<file path="src/rtl/cpc_io_cfg_capture.sv">
// Config-port capture for the 1MB RAM expansion: qualifies Z80 I/O writes to the
// Gate Array / RAM port, latches bank and ROM-disable registers, samples DIPs once.
module cpc_io_cfg_capture #(
  parameter logic [3:0] SHADOW_BANK       = 4'b0111,
  parameter int         MIN_LOW_CYCLES    = 2,
  parameter int         DIP_SETTLE_CYCLES = 4
) (
  input  logic       clk,
  input  logic       reset_b,
  input  logic       iorq_b,
  input  logic       wr_b,
  input  logic       m1_b,
  input  logic       adr15,
  input  logic       adr8,
  input  logic [7:0] data,
  input  logic [3:0] dip_pins,
  output logic [3:0] dip_q,
  output logic       dip_valid,
  output logic       ramadrhi_oe,
  output logic [6:0] ramblock_q,
  output logic       mode3_q,
  output logic       urom_disable_q,
  output logic       lrom_disable_q,
  output logic       ram_stb,
  output logic       rom_stb,
  output logic       busy
);

  localparam logic [1:0] IDLE  = 2'd0;
  localparam logic [1:0] ARMED = 2'd1;
  localparam logic [1:0] DONE  = 2'd2;

  localparam logic [2:0] LAST_CNT    = 3'(MIN_LOW_CYCLES - 1);
  localparam logic [3:0] SETTLE_LAST = 4'(DIP_SETTLE_CYCLES - 1);

  logic [1:0] state, next_state;
  logic [2:0] cnt, next_cnt;
  logic [3:0] settle_cnt;
  logic       stale;
  logic       io_wr;
  logic       commit;
  logic       card_en;
  logic [6:0] bank_1mb;
  logic [6:0] new_block;

  assign io_wr   = !iorq_b && !wr_b && m1_b && !adr15;
  assign card_en = |dip_q[3:2];
  assign busy    = (state != IDLE);

  // Qualification FSM: one commit per I/O cycle, only after io_wr has held long enough.
  always_comb begin
    next_state = state;
    next_cnt   = cnt;
    commit     = 1'b0;
    case (state)
      IDLE: begin
        if (dip_valid && !stale && io_wr) begin
          next_cnt = 3'd1;
          if (MIN_LOW_CYCLES == 1) begin
            commit     = 1'b1;
            next_state = DONE;
          end else begin
            next_state = ARMED;
          end
        end
      end
      ARMED: begin
        if (!io_wr) begin
          next_state = IDLE;
        end else begin
          next_cnt = cnt + 3'd1;
          if (cnt == LAST_CNT) begin
            commit     = 1'b1;
            next_state = DONE;
          end
        end
      end
      DONE: begin
        if (iorq_b) next_state = IDLE;
      end
      default: next_state = IDLE;
    endcase
  end

  // Bank value per card mode; the shadow bank is aliased by clearing bit 3 in 1MB mode.
  always_comb begin
    bank_1mb = {adr8, data[5:0]};
    if ({adr8, data[5:3]} == SHADOW_BANK) bank_1mb[3] = 1'b0;
    case (dip_q[3:2])
      2'b10:   new_block = {4'b1000, data[2:0]};
      2'b11:   new_block = bank_1mb;
      2'b01:   new_block = {1'b1, data[5:0]};
      default: new_block = ramblock_q;
    endcase
  end

  always_ff @(posedge clk or negedge reset_b) begin
    if (!reset_b) begin
      state <= IDLE;
      cnt   <= 3'd0;
      stale <= 1'b0;
    end else begin
      state <= next_state;
      cnt   <= next_cnt;
      stale <= iorq_b ? 1'b0 : (stale || !dip_valid);
    end
  end

  // DIPs share pins with the RAM high address, so drive those pins only after sampling.
  always_ff @(posedge clk or negedge reset_b) begin
    if (!reset_b) begin
      settle_cnt  <= 4'd0;
      dip_q       <= 4'd0;
      dip_valid   <= 1'b0;
      ramadrhi_oe <= 1'b0;
    end else begin
      ramadrhi_oe <= dip_valid;
      if (!dip_valid) begin
        settle_cnt <= settle_cnt + 4'd1;
        if (settle_cnt == SETTLE_LAST) begin
          dip_q     <= dip_pins;
          dip_valid <= 1'b1;
        end
      end
    end
  end

  always_ff @(posedge clk or negedge reset_b) begin
    if (!reset_b) begin
      ramblock_q     <= 7'd0;
      mode3_q        <= 1'b0;
      urom_disable_q <= 1'b0;
      lrom_disable_q <= 1'b0;
      ram_stb        <= 1'b0;
      rom_stb        <= 1'b0;
    end else begin
      ram_stb <= 1'b0;
      rom_stb <= 1'b0;
      if (commit) begin
        if (data[7:6] == 2'b11 && card_en) begin
          ramblock_q <= new_block;
          mode3_q    <= (data[2:0] == 3'b011);
          ram_stb    <= 1'b1;
        end else if (data[7:6] == 2'b10) begin
          urom_disable_q <= data[3];
          lrom_disable_q <= data[2];
          rom_stb        <= 1'b1;
        end
      end
    end
  end

endmodule

</file>
<file path="config.mk">
export PLATFORM = sky130hd
export DESIGN_NAME = cpc_io_cfg_capture
export DESIGN_NICKNAME = d
export VERILOG_FILES = /design/src/rtl/cpc_io_cfg_capture.sv
export SDC_FILE = /design/constraint.sdc
export NUM_CORES = 1
export LEC_CHECK = 0
export ABC_AREA = 1
export BUFFER_PORTS_ARGS = -buffer_cell sky130_fd_sc_hd__buf_4
export CORE_MARGIN = 3
export CORE_UTILIZATION = 45
export CTS_CLUSTER_SIZE = 28
export DETAILED_ROUTE_END_ITERATION = 10
export GPL_TIMING_DRIVEN = 1
export HOLD_SLACK_MARGIN = 0.05
export PLACE_DENSITY = 0.74
export RECOVER_POWER = 100
export SLEW_MARGIN = 20
export SYNTH_ARGS = -nofsm -noshare
export SYNTH_HDL_FRONTEND = slang
export SYNTH_SLANG_ARGS = --single-unit
</file>
<file path="constraint.sdc">
create_clock -name clk -period 1.3 [get_ports clk]
set_clock_uncertainty 0.2 [all_clocks]
set_input_delay 0.065 -clock clk [delete_from_list [all_inputs] [get_ports clk]]
set_output_delay 0.065 -clock clk [all_outputs]
set_load 0.1 [all_outputs]
</file>
# Word level (Yosys, flattened, before mapping)
# Index checks and enable logic that the tools add are counted.
[totals]
regBits = 28
in_bits = 19
out_inout_bits = 19
elab_cells = 76
[op_classes]
addsub = 2
eq_ne = 15
mux = 21
bitwise_logic = 2
reduce_logical = 23
[ops]
columns = ["cell", "n"]
rows = [
  ["7-bit case mux with 3 select lines", 1],
  ["1-bit two-way mux", 12],
  ["3-bit AND reduction", 4],
  ["2-bit == test, second input constant", 5],
  ["2-bit two-way mux", 4],
  ["1-bit logical AND", 6],
  ["3-bit two-way mux", 2],
  ["2-bit != test, second input constant", 3],
  ["2-bit case mux with 3 select lines", 1],
  ["3-bit case mux with 2 select lines", 1],
  ["1-bit zero test", 5],
  ["4-bit by 1-bit adder with 4-bit output, second input constant", 1],
  ["2-bit by 1-bit == test with 1-bit output, second input constant", 2],
  ["4-bit by 2-bit == test with 1-bit output, second input constant", 1],
  ["4-bit by 3-bit == test with 1-bit output, second input constant", 1],
  ["2-bit AND reduction", 2],
  ["2-bit nonzero test", 2],
  ["3-bit by 1-bit adder with 3-bit output, second input constant", 1],
  ["3-bit by 1-bit == test with 1-bit output, second input constant", 1],
  ["3-bit by 2-bit == test with 1-bit output, second input constant", 1],
  ["3-bit != test, second input constant", 1],
  ["3-bit nonzero test", 1],
  ["2-bit zero test", 1],
  ["1-bit NOT", 2],
  ["2 further kinds", 2],
]

# Logic depth before layout (Yosys ltp)
[logic_depth]
ltp_word = 7
ltp_mapped = 9
depth_no_buf = 8

# Worst setup path after synthesis
# OpenSTA, ideal clock, no wires.
[synth_path]
kind = "flip-flop to flip-flop"
from = "register dip_valid"
to = "register cnt[2]"
setup_time_ns = 0.126
t_arrival_ns = 1.623
required_time_ns = 0.974
slack_ns = -0.649
path_stages_with_launch = 6
n_path_buf = 0
path_cell_list = "dfrtp_1 inv_1 nor2_1 nand3_1 nand2_1 o21ai_0"
[synth_via]
elab_chain_cells = 4
[synth_rtl]
columns = ["item", "line", "source"]
rows = [
  ["start, declared", "18", "output logic dip_valid,"],
  ["start signal, assigned", "114", "dip_valid <= 1'b0;"],
  ["start signal, assigned", "122", "dip_valid <= 1'b1;"],
  ["1-bit logical AND (2 in series)", "57", "if (dip_valid && !stale && io_wr) begin"],
  ["2-bit != test (no line)", "n/a", ""],
  ["3-bit AND reduction (no line)", "n/a", ""],
  ["end signal, assigned", "104", "cnt <= next_cnt;"],
  ["end, declared", "37", "logic [2:0] cnt, next_cnt;"],
]
# No other way between the ends.
# A chain may end at the register's enable or synchronous reset.

# Worst setup path in the final report
[layout_path]
from = "register state[0]"
to = "register ramblock_q[6]"
[layout_via]
elab_chain_cells = 3
[layout_rtl]
columns = ["item", "line", "source"]
rows = [
  ["start, declared", "36", "logic [1:0] state, next_state;"],
  ["start signal, assigned", "103", "state <= next_state;"],
  ["2-bit by 1-bit == test with 1-bit output", "55", "case (state)"],
  ["1-bit two-way mux", "55", ""],
  ["3-bit AND reduction (no line)", "n/a", ""],
  ["end signal, assigned", "141", "ramblock_q <= new_block;"],
  ["end, declared", "20", "output logic [6:0] ramblock_q,"],
]
# No other way between the ends.

==> results.sh <==
export IMPL_place_gp_congestion=0.751
export IMPL_violations="negative hold slack, negative setup slack"
export IMPL_final_nets=255
export IMPL_p_sw_frac=0.313
export IMPL_clk_pin_slew_ps=160
export IMPL_worstSetupPathType="flip-flop to flip-flop"
export IMPL_htree_levels=1
export IMPL_p_leak_nw=1.17
export IMPL_overflow=0
export IMPL_synthAdderAreaFrac=0.0289
export IMPL_antenna_found_initial=0
export IMPL_final_area_sq_um=2280
export IMPL_die_h_um=59.7
export IMPL_dpl_cell_area_sq_um=1770
export IMPL_whs_ps=-289
export IMPL_ys_seq_elements=28
export IMPL_first_pass_iters=4
export IMPL_setup_viol=23
export IMPL_clock_fmax_mhz=639
export IMPL_grt_usage=0.215
export IMPL_ir_drop_uv=843
export IMPL_max_stage_delay_ps=490
export IMPL_synth_mux_area_frac=0
export IMPL_rows=18
export IMPL_clk_latency_ps=330
export IMPL_boundaryPins=38
export IMPL_p_int_w=0.00129
export IMPL_dieArea_sq_um=3560
export IMPL_synth_top_cell_area_share=0.540
export IMPL_synth_xor_area_frac=0.0270
export IMPL_path_cells="buf_6, nand2_4, nor2_4, nand4_1, nand2_1, inv_1"
export IMPL_synthesis_nets=170
export IMPL_fin_util=0.873
export IMPL_end_kind="flip-flop"
export IMPL_p_sw_w=0.000591
export IMPL_synth_seq_area_share=0.540
export IMPL_wire_per_inst_um=19.7
export IMPL_synth_compound_area_frac=0.0530
export IMPL_rsz0062_at_grt="yes"
export IMPL_dr_total_vias=1449
export IMPL_fin_crit_ps=1560
export IMPL_area_delta_synth_final_pct=75.8
export IMPL_crit_arrival_ps=1610
export IMPL_required_ps=1350
export IMPL_worstMarginPinSlew_ps=356
export IMPL_wirelength_um=5160
export IMPL_pwr_share_clk=0.236
export IMPL_sequentialPowerShare=0.485
export IMPL_root_buffer="clkbuf_4"
export IMPL_synth_distinct_cells=21
export IMPL_p_comb_frac=0.280
export IMPL_antenna_left=0
export IMPL_pre_cts_slack_ps=-172
export IMPL_drt_iter0_drc=131
export IMPL_period_share=1.20
export IMPL_avgSynthCellArea_sq_um=8.77
export IMPL_postCtsHoldBufs=17
export IMPL_grt_pass1_vias=1319
export IMPL_synth_top_family_by_area="simple AND/OR/NAND/NOR gates"
export IMPL_numCtsBuffers=3
export IMPL_cap_violations=0
export IMPL_synth_area_leaders="dfrtp_1, nand2_1, inv_1"
export IMPL_syn_area_sq_um=1300
export IMPL_core_area_sq_um=2610
export IMPL_start_kind="flip-flop"
export IMPL_n_fill_cell=119
export IMPL_max_slew_margin=0.763
export IMPL_pwr_density_cell_nw_per_um2=827
export IMPL_slowest_stage="dfrtp_1"
export IMPL_crit_path_max_fanout=5
export IMPL_run_status="complete, but fails checks"
export IMPL_setup_ws_ps=-264
export IMPL_clock_sinks=28
export IMPL_route_detailed_drc=0
export IMPL_numPortBuffers=37
export IMPL_synth_cells=148
export IMPL_diodes=0
export IMPL_hold_path_class="input port to flip-flop"
export IMPL_die_w_um=59.7
export IMPL_grt_pass1_wl_um=5710
export IMPL_drv_slew=0
export IMPL_start_util=0.497
export IMPL_cts_buffer_depth=2
export IMPL_yosysWarningCount=0
export IMPL_hold_viol=4
export IMPL_yosys_area_top_type="dfrtp_1"
export IMPL_cts_tree="built"
export IMPL_drt_vias_per_instance=5.53
export IMPL_grt_max_degree=29
export IMPL_yosys_area_share_simple=0.261
export IMPL_drive_gt1_frac=0.478
export IMPL_hpwl_um=1990
-- cells in the final DEF, fill, tap and decap left out --
cell type / instances
a21oi_2: 1
nand2_1: 33
nand4_4: 2
buf_8: 1
xnor2_1: 1
dfrtp_1: 22
nand3_2: 1
xor2_1: 3
ha_4: 2
dfrtp_2: 3
nor2_4: 6
inv_4: 1
nand4_1: 6
buf_12: 4
nand2_2: 7
inv_1: 22
nand2_4: 2
inv_2: 3
o21ai_0: 1
buf_6: 16
nand3_4: 1
buf_4: 44
nor2_2: 4
clkinv_4: 1
o21ai_2: 3
nor2_1: 6
nor3_1: 1
o21ai_1: 5
clkbuf_4: 3
dfrtp_4: 3
o21a_1: 1
dlygate4sd3_1: 15
inv_8: 1
nand3_1: 5
ha_2: 1
clkbuf_8: 1
-- cell type report --
type	instances	area, sq um	share of cell area
multi-input cells	92	616	0.270
inverters	28	120	0.0527
clock buffers	4	36.3	0.0159
flip-flops and latches	28	716	0.314
well taps	30	37.5	0.0165
repair buffers	80	756	0.331
-- per-layer routing --
layer	vias to the layer above	track usage	share of wire
li1	631	-	-
met1	712	0.251	0.36
met2	84	0.386	0.53
met3	22	0.0259	0.064
met4	0	0.104	0.046
met5	-	0	0
-- synthesized netlist by cell type, drive strengths merged --
master  count
a21oi       1
buf         1
dfrtp      28
ha          3
inv        28
nand2      42
nand3       7
nand4       7
nor2       16
nor3        1
o21a        1
o21ai       9
xnor2       1
xor2        3
-- critical path, delay by kind of cell, from the launching register on --
kind / cells / cell delay [ps]
buffers and inverters: 2 / 190
and+or+nand+nor: 4 / 600
DFF: 1 / 490
-- power by group through the flow --
stage | clock network, W | registers (W) | logic, W
final | 0.000444 | 0.000914 | 0.000528
after global routing | 0.000467 | 0.000915 | 0.000553
after CTS | 0.000433 | 0.000907 | 0.000431
after detailed placement | 0 | 0.000923 | 0.000308
after global placement | 0 | 0.000922 | 0.000302
after floorplan | 0 | 0.000994 | 0.0000904
-- path summary, 6_finish.rpt --
check | start | to | slack, ps | depth (start not counted)
max | state[0] | ramblock_q[6] | -260 | 6
min | iorq_b | stale | -290 | 2
max reg2reg | state[0] | ramblock_q[6] | -260 | 6
min reg2reg | dip_q[1] | dip_q[1] | 330 | 2
max in group asynchronous | reset_b | dip_q[2] | 90 | 3
min in group asynchronous | reset_b | ramblock_q[1] | 520 | 3
-- through the flow --
step	std cells	total power, W	setup TNS (ps)	hold slack, ps
6_report	262	0.00189	-2800	-289
5_1_grt	262	0.00194	-3540	-293
4_1_cts	259	0.00177	-1310	-305
3_5_place_dp	231	0.00123	-1570	-200
3_3_place_gp	231	0.00122	-1000	-205
2_1_floorplan	148	0.00108	-2480	-431
-- state kept, by name, summed over array words and instances, names as in the netlist --
register and cells:
cnt 3, dip_q 4, dip_valid 1, lrom_disable_q 1, mode3_q 1, ram_stb 1
ramadrhi_oe 1, ramblock_q 7, rom_stb 1, settle_cnt 4, stale 1, state 2
urom_disable_q 1
-- kinds of logic (layout without fill, tap and decap cells) --
family                     after synthesis  in the layout
DFF                                     28             28
and+or+nand+nor                         73             74
buffers and inverters                   29            112
xor gates and xnor gates                 4              4
AOI/OAI and AO/OA                       11             11
adders and majority gates                3              3
-- timing repair --
action / 4_1_cts / 5_1_grt
pin swaps: 2 / 14
endpoints found under the hold margin: 48 / 10
resized for setup: 27 / 39
setup buffers: 7 / 5
gates cloned: 1 / 0
setup endpoints to repair: 23 / 32
Power figures use the tool's default switching activity.
